===== config.mk =====
export PLATFORM = sky130hd
export DESIGN_NAME = axi_lite_slave_regif
export DESIGN_NICKNAME = d
export VERILOG_FILES = /design/src/rtl/axi_lite_slave_regif.sv
export SDC_FILE = /design/constraint.sdc
export NUM_CORES = 1
export LEC_CHECK = 0
export BUFFER_PORTS_ARGS = -buffer_cell sky130_fd_sc_hd__buf_2
export CAP_MARGIN = 20
export CORE_UTILIZATION = 35
export CTS_CLUSTER_SIZE = 10
export DETAILED_ROUTE_END_ITERATION = 8
export PLACE_DENSITY = 0.72
export SLEW_MARGIN = 30
export SYNTH_ARGS = -nofsm -noshare
export SYNTH_HDL_FRONTEND = slang
export SYNTH_SLANG_ARGS = --single-unit

===== constraint.sdc =====
create_clock -name clk -period 2.8 [get_ports clk]
set_clock_uncertainty 0.05 [all_clocks]
set_input_delay 0.28 -clock clk [delete_from_list [all_inputs] [get_ports clk]]
set_output_delay 0.28 -clock clk [all_outputs]
set_load 0.005 [all_outputs]

===== src/rtl/axi_lite_slave_regif.sv =====
// AXI4-Lite slave front end for the UART register block.
// AW, W and AR are captured into single-entry holding registers; a full
// write (address + data) or a pending read is then turned into a one-cycle
// register strobe. Writes take priority over reads when both are ready.
// One write and one read may be outstanding at a time.

module axi_lite_slave_regif #(
    parameter int DATA_WIDTH     = 32,
    parameter int ADDR_WIDTH     = 32,
    parameter int REG_ADDR_WIDTH = 4
) (
    input  logic                      clk,
    input  logic                      rst,

    input  logic [ADDR_WIDTH-1:0]     awaddr,
    input  logic                      awvalid,
    output logic                      awready,

    input  logic [DATA_WIDTH-1:0]     wdata,
    input  logic [DATA_WIDTH/8-1:0]   wstrb,
    input  logic                      wvalid,
    output logic                      wready,

    output logic [1:0]                bresp,
    output logic                      bvalid,
    input  logic                      bready,

    input  logic [ADDR_WIDTH-1:0]     araddr,
    input  logic                      arvalid,
    output logic                      arready,

    output logic [DATA_WIDTH-1:0]     rdata,
    output logic [1:0]                rresp,
    output logic                      rvalid,
    input  logic                      rready,

    output logic [REG_ADDR_WIDTH-1:0] reg_addr,
    output logic [DATA_WIDTH-1:0]     reg_wdata,
    output logic                      reg_wen,
    output logic                      reg_ren,
    input  logic [DATA_WIDTH-1:0]     reg_rdata,
    input  logic                      reg_error
);

    localparam logic [1:0] RESP_OKAY   = 2'b00;
    localparam logic [1:0] RESP_SLVERR = 2'b10;

    logic                      aw_full;
    logic                      w_full;
    logic                      ar_full;
    logic [REG_ADDR_WIDTH-1:0] aw_addr_q;
    logic [REG_ADDR_WIDTH-1:0] ar_addr_q;
    logic [DATA_WIDTH-1:0]     w_data_q;
    logic                      wr_exec;
    logic                      rd_exec;

    // Byte strobes and the ignored address bits are intentionally dropped.
    logic unused_inputs;
    assign unused_inputs = ^{wstrb, awaddr, araddr};

    // Handshake readies and strobe generation; reset gates everything so a
    // transaction in flight when rst rises never produces a strobe.
    always_comb begin
        awready   = !aw_full && !bvalid && !rst;
        wready    = !w_full  && !bvalid && !rst;
        arready   = !ar_full && !rvalid && !rst;
        wr_exec   = aw_full && w_full && !bvalid && !rst;
        rd_exec   = ar_full && !rvalid && !wr_exec && !rst;
        reg_wen   = wr_exec;
        reg_ren   = rd_exec;
        reg_addr  = wr_exec ? aw_addr_q : ar_addr_q;
        reg_wdata = w_data_q;
    end

    // Write path: capture AW and W independently, execute, hold B until taken.
    always_ff @(posedge clk) begin
        if (rst) begin
            aw_full   <= 1'b0;
            w_full    <= 1'b0;
            aw_addr_q <= '0;
            w_data_q  <= '0;
            bvalid    <= 1'b0;
            bresp     <= RESP_OKAY;
        end else begin
            if (awvalid && awready) begin
                aw_full   <= 1'b1;
                aw_addr_q <= awaddr[REG_ADDR_WIDTH+1:2];
            end
            if (wvalid && wready) begin
                w_full   <= 1'b1;
                w_data_q <= wdata;
            end
            if (wr_exec) begin
                aw_full <= 1'b0;
                w_full  <= 1'b0;
                bvalid  <= 1'b1;
                bresp   <= reg_error ? RESP_SLVERR : RESP_OKAY;
            end else if (bvalid && bready) begin
                bvalid <= 1'b0;
            end
        end
    end

    // Read path: capture AR, execute when no write claims the strobe, hold R.
    always_ff @(posedge clk) begin
        if (rst) begin
            ar_full   <= 1'b0;
            ar_addr_q <= '0;
            rvalid    <= 1'b0;
            rresp     <= RESP_OKAY;
            rdata     <= '0;
        end else begin
            if (arvalid && arready) begin
                ar_full   <= 1'b1;
                ar_addr_q <= araddr[REG_ADDR_WIDTH+1:2];
            end
            if (rd_exec) begin
                ar_full <= 1'b0;
                rvalid  <= 1'b1;
                rdata   <= reg_rdata;
                rresp   <= reg_error ? RESP_SLVERR : RESP_OKAY;
            end else if (rvalid && rready) begin
                rvalid <= 1'b0;
            end
        end
    end

endmodule


==> results.sh <==
export IMPL_maxSlewViolCount=0
export IMPL_rsz0062_at_grt="no"
export IMPL_netlist_area_leader_share=0.563
export IMPL_post_synth_top_area_cell="dfxtp_1"
export IMPL_ys_seq_elements=79
export IMPL_n_fill_cell=746
export IMPL_wl_microns=6450
export IMPL_crit_path_top_delay_cell="dfxtp_1"
export IMPL_drtPass1Iterations=4
export IMPL_critPathMaxFanout=15
export IMPL_min_period_over_period=0.810
export IMPL_slowest_delay_ns=0.56
export IMPL_synth_edff_count=0
export IMPL_async_reset_ff_frac=0
export IMPL_core_area_sq_mm=0.00773
export IMPL_ys_seq_area_frac=0.563
export IMPL_drive_above_1_share=0.429
export IMPL_io_buffers=156
export IMPL_setup_ws_ns=0.531
export IMPL_synth_area_leaders="dfxtp_1, a22o_1, nand2_1"
export IMPL_dr_total_vias=2490
export IMPL_ctsHoldBuffers=0
export IMPL_cp_required_ns=2.47
export IMPL_diodes=0
export IMPL_grt_pass1_vias=2309
export IMPL_dpl_cell_area_sq_mm=0.00360
export IMPL_wire_per_inst_microns=12.1
export IMPL_start_util=0.363
export IMPL_post_cts_buffers=0
export IMPL_insertion_delay_ns=0.35
export IMPL_fp_dieH_microns=91.6
export IMPL_crit_path_cell_trace="nand3b_4, and3_1, buf_2"
export IMPL_final_nets=566
export IMPL_die_area_sq_mm=0.00838
export IMPL_die_w_microns=91.6
export IMPL_vdd_drop_max_mv=0.284
export IMPL_detail_route_iter0_violations=59
export IMPL_power_density_mw_per_mm2=601
export IMPL_p_total_mw=2.28
export IMPL_drcViolationCount=0
export IMPL_fin_area_sq_mm=0.00379
export IMPL_grtUsageMet2=0.263
export IMPL_cp_arrival_ns=1.94
export IMPL_leakage_nw=1.85
export IMPL_hold_viol=0
export IMPL_setup_viol=0
export IMPL_htreeDepth=3
export IMPL_cts_resized=0
export IMPL_cts_root_buf="clkbuf_8"
export IMPL_avgSynthCellArea_sq_um=10.1
export IMPL_grt_max_degree=40
export IMPL_grt_pass1_wl_microns=10400
export IMPL_clk_path_buf_depth=2
export IMPL_synthFlopType="dfxtp_1"
export IMPL_worstMarginPinSlew_ns=0.903
export IMPL_r2r_start="bvalid$_SDFFE_PP0P_"
export IMPL_cts_tree="yes"
export IMPL_status="finished, final reports clean"
export IMPL_cts_buffers=9
export IMPL_place_gp_congestion=0.717
export IMPL_relSlewSlack=0.398
export IMPL_top_usage_layer="met2"
export IMPL_period_minus_slack_ns=2.27
export IMPL_grt_use_met3=0.0444
export IMPL_path_class="reg -> out"
export IMPL_area_delta_synth_final_pct=34.8
export IMPL_cts_clk_slew_worst_paths_ns=0.09
export IMPL_grt_remaining_overflow=0
export IMPL_cp_end_kind="output port"
export IMPL_hold_start="reg_rdata[13]"
export IMPL_start_kind="flip-flop"
export IMPL_track_usage=0.156
export IMPL_place_ws_ns=0.831
export IMPL_maxCapViolCount=0
export IMPL_syn_area_sq_mm=0.00281
export IMPL_min_path_type="in -> reg"
export IMPL_hold_ws_ns=0.0927
export IMPL_antenna_found_initial=0
export IMPL_max_clock_freq_mhz=441
export IMPL_ant_nets=0
export IMPL_clock_sinks=79
export IMPL_rows=32
export IMPL_ys_warnings_count=0
export IMPL_crit_path_start="bvalid$_SDFFE_PP0P_"
export IMPL_syn_instance_count=278
export IMPL_viasPerCell=4.67
export IMPL_ios=219
export IMPL_ys_types=26
export IMPL_dp_hpwl_microns=4610
export IMPL_setup_tns_ns=0
export IMPL_grt_util_met1=0.182
==> per-layer routing <==
metal,vias up,wire length (microns)
met3,13,361
met5,-,0
met1,1138,2790
met2,90,3160
met4,0,143
li1,1249,-
==> synthesized netlist by cell type, types with 2 or more instances <==
master   number
dfxtp_1      79
nand2_1      64
a21oi_1      33
a22o_1       33
nor2_1       14
mux2i_1       9
buf_6         8
buf_2         7
buf_1         4
mux2_2        4
buf_4         3
nor3_1        3
nor2b_1       2
nor4b_2       2
o21ai_0       2
==> cell families after synthesis <==
family,after synthesis,synth area share
AND/OR/NAND/NOR,90,0.148
AO/OA/AOI/OAI,71,0.178
flip-flops,79,0.563
multiplexers,13,0.0481
buffers and inverters,24,0.0606
other,1,0.00134
==> flip-flops by register name, summed over array words and instances, names as in the netlist <==
signal / cells
rdata: 32
reg_wdata: 32
ar_addr_q: 4
aw_addr_q: 4
ar_full: 1
aw_full: 1
bresp: 1
bvalid: 1
rresp: 1
rvalid: 1
w_full: 1
==> where the power goes <==
| group | internal [mW] | switching, mW |
|---|---|---|
| combinational | 0.141 | 0.130 |
| clock | 0.357 | 0.428 |
| sequential | 1.18 | 0.0372 |
==> critical path, delay by kind of cell, from the launching register on <==
kind                   cells  cell delay, ns
buffers and inverters      1            0.22
flip-flops                 1            0.56
AND/OR/NAND/NOR            2            0.82
==> stage by stage <==
stage,utilization,cells
floorplan,-,279
CTS,0.490,533
finish,0.490,533
global placement,0.466,517
global route,0.490,533
detailed placement,0.466,517
==> cells in the final DEF (no fill, tap or decap), drive strengths merged <==
cell	count
a21o	1
a21oi	33
a22o	33
a31oi	1
and3	1
buf	159
clkbuf	10
clkinv	3
clkinvlp	1
conb	2
dfxtp	79
inv	3
mux2	4
mux2i	9
nand2	64
nand2b	1
nand3b	1
nor2	14
nor2b	2
nor3	3
nor4b	3
o21a	1
o21ai	2
or4b	1
==> path summary, 6_finish.rpt <==
| kind | to | slack (ns) | cells past startpoint |
|---|---|---|---|
| max | reg_ren | 0.53 | 3 |
| min | rdata[13]$_SDFFE_PP0P_ | 0.09 | 2 |
| max reg2reg | reg_wdata[1]$_SDFFE_PP0P_ | 0.92 | 3 |
| min reg2reg | reg_wdata[7]$_SDFFE_PP0P_ | 0.40 | 2 |
==> final cells by class <==
class                           count  area [sq um]  area share
Clock inverter                      6          51.3      0.0135
Tap cell                          102           128      0.0337
Multi-Input combinational cell    176          1070       0.282
Clock buffer                       10           138      0.0364
Sequential cell                    79          1580       0.418
Timing Repair Buffer              159           816       0.215
Inverter                            1          3.75    0.000991
Note: power is estimated with default switching activity, not from simulation.
